--- src/rtl/alu_pkg.sv ---
// rtl/alu_pkg.sv - opcodes and FSM state encodings for alu_seq_nbit
package alu_pkg;

    localparam logic [3:0] OP_ADD = 4'd0;
    localparam logic [3:0] OP_SUB = 4'd1;
    localparam logic [3:0] OP_AND = 4'd2;
    localparam logic [3:0] OP_OR  = 4'd3;
    localparam logic [3:0] OP_XOR = 4'd4;
    localparam logic [3:0] OP_NOT = 4'd5;
    localparam logic [3:0] OP_SHL = 4'd6;
    localparam logic [3:0] OP_SHR = 4'd7;
    localparam logic [3:0] OP_MUL = 4'd8;
    localparam logic [3:0] OP_ASR = 4'd9;

    typedef enum logic [1:0] {
        S_IDLE = 2'd0,
        S_MUL  = 2'd1,
        S_HOLD = 2'd2
    } state_t;

endpackage

--- src/rtl/alu_comb_nbit.sv ---
// rtl/alu_comb_nbit.sv - combinational single-cycle ALU operations and flags
//
// Ports:
//   i_a, i_b   operands (WIDTH bits)
//   i_sel      4-bit opcode
//   o_result   operation result (A for MUL and reserved opcodes)
//   o_carry    carry / borrow / shifted-out bit
//   o_zero     result is all zeros
//   o_neg      MSB of the result
//   o_ovf      signed overflow (ADD/SUB only)
module alu_comb_nbit
    import alu_pkg::*;
#(
    parameter int WIDTH = 8
) (
    input  logic [WIDTH-1:0] i_a,
    input  logic [WIDTH-1:0] i_b,
    input  logic [3:0]       i_sel,
    output logic [WIDTH-1:0] o_result,
    output logic             o_carry,
    output logic             o_zero,
    output logic             o_neg,
    output logic             o_ovf
);

    logic [WIDTH:0] w_sum;
    logic [WIDTH:0] w_diff;

    // One extra bit so the carry and the borrow fall out of the top bit.
    assign w_sum  = {1'b0, i_a} + {1'b0, i_b};
    assign w_diff = {1'b0, i_a} - {1'b0, i_b};

    always_comb begin
        o_result = i_a;
        o_carry  = 1'b0;
        o_ovf    = 1'b0;
        case (i_sel)
            OP_ADD: begin
                o_result = w_sum[WIDTH-1:0];
                o_carry  = w_sum[WIDTH];
                // Overflow: same-sign operands giving a differently-signed sum.
                o_ovf    = (i_a[WIDTH-1] == i_b[WIDTH-1]) &&
                           (w_sum[WIDTH-1] != i_a[WIDTH-1]);
            end
            OP_SUB: begin
                o_result = w_diff[WIDTH-1:0];
                o_carry  = w_diff[WIDTH];
                // Overflow: opposite-sign operands and the sign of A is lost.
                o_ovf    = (i_a[WIDTH-1] != i_b[WIDTH-1]) &&
                           (w_diff[WIDTH-1] != i_a[WIDTH-1]);
            end
            OP_AND: o_result = i_a & i_b;
            OP_OR:  o_result = i_a | i_b;
            OP_XOR: o_result = i_a ^ i_b;
            OP_NOT: o_result = ~i_a;
            OP_SHL: begin
                o_result = {i_a[WIDTH-2:0], 1'b0};
                o_carry  = i_a[WIDTH-1];
            end
            OP_SHR: begin
                o_result = {1'b0, i_a[WIDTH-1:1]};
                o_carry  = i_a[0];
            end
            OP_ASR: begin
                o_result = {i_a[WIDTH-1], i_a[WIDTH-1:1]};
                o_carry  = i_a[0];
            end
            default: ;
        endcase
        o_zero = (o_result == '0);
        o_neg  = o_result[WIDTH-1];
    end

endmodule

--- src/rtl/alu_seq_nbit.sv ---
// rtl/alu_seq_nbit.sv - registered ALU with valid/ready handshake and iterative multiply
//
// Ports:
//   i_clk, i_rst       clock, asynchronous active-high reset
//   i_in_valid         operation request
//   o_in_ready         request can be accepted this cycle
//   i_a, i_b, i_sel    operands and opcode
//   o_out_valid        result and flags valid
//   i_out_ready        downstream accepts the result
//   o_result           result (low product half for MUL)
//   o_result_hi        high product half for MUL, 0 otherwise
//   o_carry, o_zero, o_neg, o_ovf   flags
//   o_busy             multiply in progress
module alu_seq_nbit
    import alu_pkg::*;
#(
    parameter  int WIDTH = 8,
    localparam int CNT_W = $clog2(WIDTH + 1)
) (
    input  logic             i_clk,
    input  logic             i_rst,
    input  logic             i_in_valid,
    output logic             o_in_ready,
    input  logic [WIDTH-1:0] i_a,
    input  logic [WIDTH-1:0] i_b,
    input  logic [3:0]       i_sel,
    output logic             o_out_valid,
    input  logic             i_out_ready,
    output logic [WIDTH-1:0] o_result,
    output logic [WIDTH-1:0] o_result_hi,
    output logic             o_carry,
    output logic             o_zero,
    output logic             o_neg,
    output logic             o_ovf,
    output logic             o_busy
);

    state_t             r_state;
    logic [WIDTH-1:0]   r_mcand;
    logic [WIDTH-1:0]   r_mplier;
    logic [2*WIDTH:0]   r_acc;
    logic [CNT_W-1:0]   r_cnt;

    logic               w_in_ready;
    logic               w_accept;
    logic [WIDTH:0]     w_upper;
    logic [2*WIDTH:0]   w_acc_next;
    logic [2*WIDTH-1:0] w_product;

    logic [WIDTH-1:0]   w_c_result;
    logic               w_c_carry;
    logic               w_c_zero;
    logic               w_c_neg;
    logic               w_c_ovf;

    alu_comb_nbit #(.WIDTH(WIDTH)) u_comb (
        .i_a      (i_a),
        .i_b      (i_b),
        .i_sel    (i_sel),
        .o_result (w_c_result),
        .o_carry  (w_c_carry),
        .o_zero   (w_c_zero),
        .o_neg    (w_c_neg),
        .o_ovf    (w_c_ovf)
    );

    assign w_in_ready = (r_state == S_IDLE) && (!o_out_valid || i_out_ready);
    assign w_accept   = i_in_valid && w_in_ready;
    assign o_in_ready = w_in_ready;

    // Shift-add step: conditionally add the multiplicand into the upper half
    // (the top accumulator bit keeps the carry), then shift right by one.
    // After WIDTH steps the low 2*WIDTH bits hold the full product.
    assign w_upper    = r_acc[2*WIDTH:WIDTH] + (r_mplier[0] ? {1'b0, r_mcand} : '0);
    assign w_acc_next = {1'b0, w_upper, r_acc[WIDTH-1:1]};
    assign w_product  = w_acc_next[2*WIDTH-1:0];

    always_ff @(posedge i_clk or posedge i_rst) begin
        if (i_rst) begin
            r_state     <= S_IDLE;
            r_mcand     <= '0;
            r_mplier    <= '0;
            r_acc       <= '0;
            r_cnt       <= '0;
            o_out_valid <= 1'b0;
            o_result    <= '0;
            o_result_hi <= '0;
            o_carry     <= 1'b0;
            o_zero      <= 1'b0;
            o_neg       <= 1'b0;
            o_ovf       <= 1'b0;
            o_busy      <= 1'b0;
        end else begin
            case (r_state)
                S_IDLE: begin
                    if (w_accept) begin
                        if (i_sel == OP_MUL) begin
                            r_mcand     <= i_a;
                            r_mplier    <= i_b;
                            r_acc       <= '0;
                            r_cnt       <= '0;
                            o_busy      <= 1'b1;
                            o_out_valid <= 1'b0;
                            r_state     <= S_MUL;
                        end else begin
                            o_result    <= w_c_result;
                            o_result_hi <= '0;
                            o_carry     <= w_c_carry;
                            o_zero      <= w_c_zero;
                            o_neg       <= w_c_neg;
                            o_ovf       <= w_c_ovf;
                            o_out_valid <= 1'b1;
                        end
                    end else if (o_out_valid && i_out_ready) begin
                        o_out_valid <= 1'b0;
                    end
                end
                S_MUL: begin
                    r_acc    <= w_acc_next;
                    r_mplier <= r_mplier >> 1;
                    r_cnt    <= r_cnt + 1'b1;
                    if (r_cnt == CNT_W'(WIDTH - 1)) begin
                        o_result    <= w_product[WIDTH-1:0];
                        o_result_hi <= w_product[2*WIDTH-1:WIDTH];
                        o_carry     <= |w_product[2*WIDTH-1:WIDTH];
                        o_zero      <= (w_product == '0);
                        o_neg       <= 1'b0;
                        o_ovf       <= 1'b0;
                        o_busy      <= 1'b0;
                        o_out_valid <= 1'b1;
                        r_state     <= S_HOLD;
                    end
                end
                S_HOLD: begin
                    if (i_out_ready) begin
                        o_out_valid <= 1'b0;
                        r_state     <= S_IDLE;
                    end
                end
                default: r_state <= S_IDLE;
            endcase
        end
    end

endmodule

--- config.mk ---
export PLATFORM = sky130hd
export DESIGN_NAME = alu_seq_nbit
export DESIGN_NICKNAME = d
export VERILOG_FILES = /design/src/rtl/alu_pkg.sv /design/src/rtl/alu_comb_nbit.sv /design/src/rtl/alu_seq_nbit.sv
export SDC_FILE = /design/constraint.sdc
export NUM_CORES = 1
export LEC_CHECK = 0
export BUFFER_PORTS_ARGS = -buffer_cell sky130_fd_sc_hd__buf_4
export CAP_MARGIN = 20
export CORE_AREA = 2 2 127 129
export CTS_BUF_LIST = sky130_fd_sc_hd__clkbuf_8
export DETAILED_ROUTE_END_ITERATION = 10
export DIE_AREA = 0 0 129 131
export GPL_TIMING_DRIVEN = 1
export PLACE_DENSITY_LB_ADDON = 0.08
export SETUP_SLACK_MARGIN = 0.1
export SLEW_MARGIN = 30
export SYNTH_ARGS = -nofsm -noshare
export SYNTH_HDL_FRONTEND = slang
export SYNTH_SLANG_ARGS = --single-unit
export TNS_END_PERCENT = 10
--- constraint.sdc ---
create_clock -name i_clk -period 3.3 [get_ports i_clk]
set_input_delay 0.33 -clock i_clk [delete_from_list [all_inputs] [get_ports i_clk]]
set_output_delay 0.33 -clock i_clk [all_outputs]
set_load 0.02 [all_outputs]
==> impl_results.rst <==
.. list-table::
   :header-rows: 1

   * - Metric
     - Value
   * - Run status
     - finished clean
   * - Clock Sink Count
     - 59
   * - Pleak
     - 2.41 nW
   * - Core area
     - 0.0156 sq mm
   * - Number of standard-cell rows in the floorplan
     - 46
   * - Max cap viols
     - 0
   * - Number of storage elements in the synthesis netlist
     - 59
   * - Unique masters post-synth
     - 71
   * - Clock transition at the registers of the reported paths
     - 0.07 ns
   * - Number of flops mapped to enable cells by yosys
     - 0
   * - Via count of the first global-routing pass
     - 4397
   * - Worst-path cell with the longest stage delay
     - sky130_fd_sc_hd__dfrtp_1
   * - Clock tree root driver cell
     - sky130_fd_sc_hd__clkbuf_8
   * - Crit Path Class
     - reg -> reg
   * - Count of endpoints failing setup in the final report
     - 0
   * - Global placer's final weighted congestion
     - 0.871
   * - Area added between synthesis and finish
     - 16.3%
   * - Commonest register cell after synthesis
     - sky130_fd_sc_hd__dfrtp_1
   * - Number of iterations in the first detailed-routing pass
     - 5
   * - Total number of H-tree levels
     - 3
   * - Critical Path Start Type
     - register
   * - Most frequent cells in the layout
     - sky130_fd_sc_hd__dfrtp_1 (59), sky130_fd_sc_hd__buf_4 (57), sky130_fd_sc_hd__nand2_1 (56)
   * - Total negative setup slack
     - 0 ns
   * - Initial antenna violation count
     - 0
   * - Routed wirelength normalized by instance count
     - 18.2 um
   * - Layout fillers
     - 1644
   * - Headroom to the max-slew limit
     - 45.5%
   * - XOR/XNOR share of the synthesized area
     - 0.761%
   * - Worst-Skew Late Latency
     - 0.35 ns
   * - Detailed-placement wirelength estimate
     - 11100 um
   * - Total DRC errors in the routed layout
     - 0
   * - Synth Area in Adders
     - 11.1%
   * - Initial DRC count
     - 223
   * - Final Hold Viols
     - 0
   * - Period utilization
     - 84.4%
   * - Routed wire length
     - 14800 um
   * - Type of the tightest min-delay check
     - in -> async
   * - Synth Area in Compound Gates
     - 30.4%
   * - Biggest area contributors in the synthesized netlist
     - sky130_fd_sc_hd__dfrtp_1 (32%), sky130_fd_sc_hd__ha_1 (9.8%), sky130_fd_sc_hd__o21ai_0 (5.0%)
   * - Async set or reset register ratio after synthesis
     - 100%
   * - Skew final
     - 0.00627 ns
   * - Vertical die dimension
     - 131 um
   * - Portion of netlist area occupied by mux cells
     - 1.77%
   * - Area of the multi-input gates
     - 0.00284 sq mm
   * - Effective utilization at floorplan
     - 29.5%
   * - Avg Vias per Cell
     - 5.36
   * - Total area of sequential cells
     - 0.00148 sq mm
   * - Global router's overall resource usage
     - 18.3%
   * - Remaining global-route overflow
     - 0
   * - CTS buffer count
     - 9
   * - Synthesized area per cell
     - 8.31 sq um
   * - Syn nets
     - 617
   * - Peak VDD IR
     - 251 uV
   * - Biggest cell delay along the critical path
     - 0.45 ns
   * - Cts-stage hold buffer count
     - 0
   * - Global-route wire length before repair
     - 23900 um
   * - Floorplan die width
     - 129 um
   * - Top fanout value on the critical path
     - 9
   * - Fraction of layout instances using a drive strength above 1
     - 15.1%
   * - CTS tree
     - done
   * - Post-detailed-route count of antenna-violating nets
     - 0
   * - Sw power
     - 1.50 mW
   * - Synth Instances
     - 554
   * - Worst Path Required
     - 3.56 ns
   * - Number of max-slew violations in the final report
     - 0
   * - Commonest non-fill, non-tap cell in the layout
     - sky130_fd_sc_hd__dfrtp_1
   * - Fraction of synthesized cell area taken by the top area cell type
     - 32.1%
   * - Critical path cell sequence
     - and2_1 -> ha_1 -> inv_1 -> fa_1 -> nor2b_1 -> o31a_1 -> o221ai_1 -> a2111o_1 -> a2111oi_2 -> a22oi_1 -> o31ai_1
   * - Int Pwr
     - 1.99 mW
   * - Final standard cell count with taps included and fillers excluded
     - 811
   * - Number of cells in the design after placement
     - 795
   * - Area of the mapped netlist
     - 0.00460 sq mm
   * - Via total after detailed routing
     - 4351
   * - Total number of nets in the final design
     - 653
   * - Yosys warns
     - 0
   * - Peak Freq
     - 359 MHz
   * - Max Buffers Root-to-Sink
     - 2
   * - RSZ-0062 raised after global routing
     - no
   * - Maximum number of pins on one net before global-route repair
     - 50
   * - Combinational family with the most area after synthesis
     - compound AO/OA/AOI/OAI gates
   * - Combinational power share
     - 49.8%
   * - Die area
     - 0.0169 sq mm
   * - Sequential fraction of the synthesis area
     - 32.1%
   * - Measured slew at the worst slew-check pin
     - 0.811 ns
   * - Minimum clock period after layout
     - 2.79 ns
   * - Part of the total power dissipated in sequential elements
     - 31.4%
   * - Most area-hungry cell type in the Yosys netlist
     - sky130_fd_sc_hd__dfrtp_1
   * - Power per unit of standard cell area
     - 653 mW/mm^2
   * - Clock network fraction of design power
     - 18.8%
   * - Synthesized-area fraction occupied by and/or/nand/nor cells
     - 17.5%
   * - Number of port buffers
     - 46
   * - Critical Path End Type
     - register
   * - Sw Share
     - 43.0%
   * - I/O pin count
     - 47
   * - Worst Path Arrival
     - 3.04 ns
   * - Total inserted antenna cells
     - 0
[area by class of cell]
type | count | area share (%)
inverters | 38 | 2.71
flip-flops and latches | 59 | 27.6
well taps | 216 | 5.05
clock buffers | 10 | 2.57
repair buffers | 57 | 8.00
multi-input cells | 425 | 53.0
clock inverters | 6 | 1.05
[state kept, by name (all words and copies together), names as in the netlist]
signal,count
r_cnt,4
o_result,8
r_acc,15
r_state,2
r_mplier,8
o_out_valid,1
r_mcand,8
o_busy,1
o_ovf,1
o_carry,1
o_neg,1
o_result_hi,8
o_zero,1
[synth_stat cells, types with 6 or more instances]
master	instances
sky130_fd_sc_hd__o211ai_1	8
sky130_fd_sc_hd__dfrtp_1	59
sky130_fd_sc_hd__a22o_1	12
sky130_fd_sc_hd__a211oi_1	7
sky130_fd_sc_hd__nor2b_1	6
sky130_fd_sc_hd__ha_1	36
sky130_fd_sc_hd__clkbuf_1	14
sky130_fd_sc_hd__buf_2	14
sky130_fd_sc_hd__nand3_1	11
sky130_fd_sc_hd__nor2_1	50
sky130_fd_sc_hd__nand2_1	56
sky130_fd_sc_hd__o21a_1	6
sky130_fd_sc_hd__a31oi_1	9
sky130_fd_sc_hd__o21ai_0	46
sky130_fd_sc_hd__o31ai_1	9
sky130_fd_sc_hd__a21oi_1	31
sky130_fd_sc_hd__mux2i_1	7
sky130_fd_sc_hd__inv_1	34
sky130_fd_sc_hd__a21o_1	7
sky130_fd_sc_hd__and2_1	12
sky130_fd_sc_hd__nor3_1	7
sky130_fd_sc_hd__o31a_1	6
sky130_fd_sc_hd__o32ai_1	6
sky130_fd_sc_hd__o22ai_1	17
[routing by layer]
layer / vias up / wire length [um] / global-route usage, %
li1: 2099 / - / -
met1: 2121 / 6750 / 23.9
met2: 106 / 7260 / 31.2
met3: 25 / 459 / 2.28
met4: 0 / 311 / 6.78
met5: - / 0 / 0
[logic make-up (layout without fill, tap and decap cells)]
kind of cell             Yosys count  after routing
multiplexers                       8              8
AO/OA/AOI/OAI                    203            203
AND/OR/NAND/NOR                  171            171
XOR/XNOR                           4              4
buffers and inverters             70            111
flip-flops                        59             59
adder cells (fa/ha/maj)           39             39
[what timing repair did]
item	in CTS	in global routing
setup endpoints to repair	0	1
buffers inserted	0	0
resized for setup	0	2
[worst max-delay path: cells and delay by family, from the launching register on]
family | cells | cell delay [ns]
adders and majority gates | 2 | 0.58
DFF | 1 | 0.45
AOI/OAI and AO/OA | 6 | 1.27
buffers and inverters | 1 | 0.06
and+or+nand+nor | 2 | 0.32
[path summary, 6_finish.rpt]
path	slack, ns	to	start	cells past startpoint
max	0.51	o_zero$_DFFE_PP0P_	r_mplier[0]$_DFFE_PP0P_	11
min	0.07	o_carry$_DFFE_PP0P_	i_rst	2
max reg2reg	0.51	o_zero$_DFFE_PP0P_	r_mplier[0]$_DFFE_PP0P_	11
min reg2reg	0.47	o_result_hi[2]$_DFFE_PP0P_	o_result_hi[2]$_DFFE_PP0P_	2
max in group asynchronous	2.60	r_mplier[1]$_DFFE_PP0P_	i_rst	3
min in group i_clk	0.27	r_mplier[2]$_DFFE_PP0P_	i_b[2]	3
[power groups by stage]
stage	registers [mW]	logic, mW	clock network, mW
after floorplan	1.18	1.07	0
after global placement	1.12	1.73	0
after detailed placement	1.11	1.74	0
after CTS	1.10	1.75	0.681
after global routing	1.14	1.94	0.717
final	1.10	1.74	0.656
[per-stage QoR]
stage	setup slack, ns	utilization, %	total power [mW]	area, sq um	hold WS [ns]
6_report	0.515	34.3	3.50	5350	0.0733
5_1_grt	0.152	34.3	3.79	5350	0.126
4_1_cts	0.322	34.3	3.54	5350	0.0953
3_5_place_dp	0.345	33.0	2.86	5150	0.467
3_3_place_gp	0.492	33.0	2.85	5150	0.459
2_1_floorplan	0.784	-	2.25	4600	0.442
(Power assumes the default switching activity.)
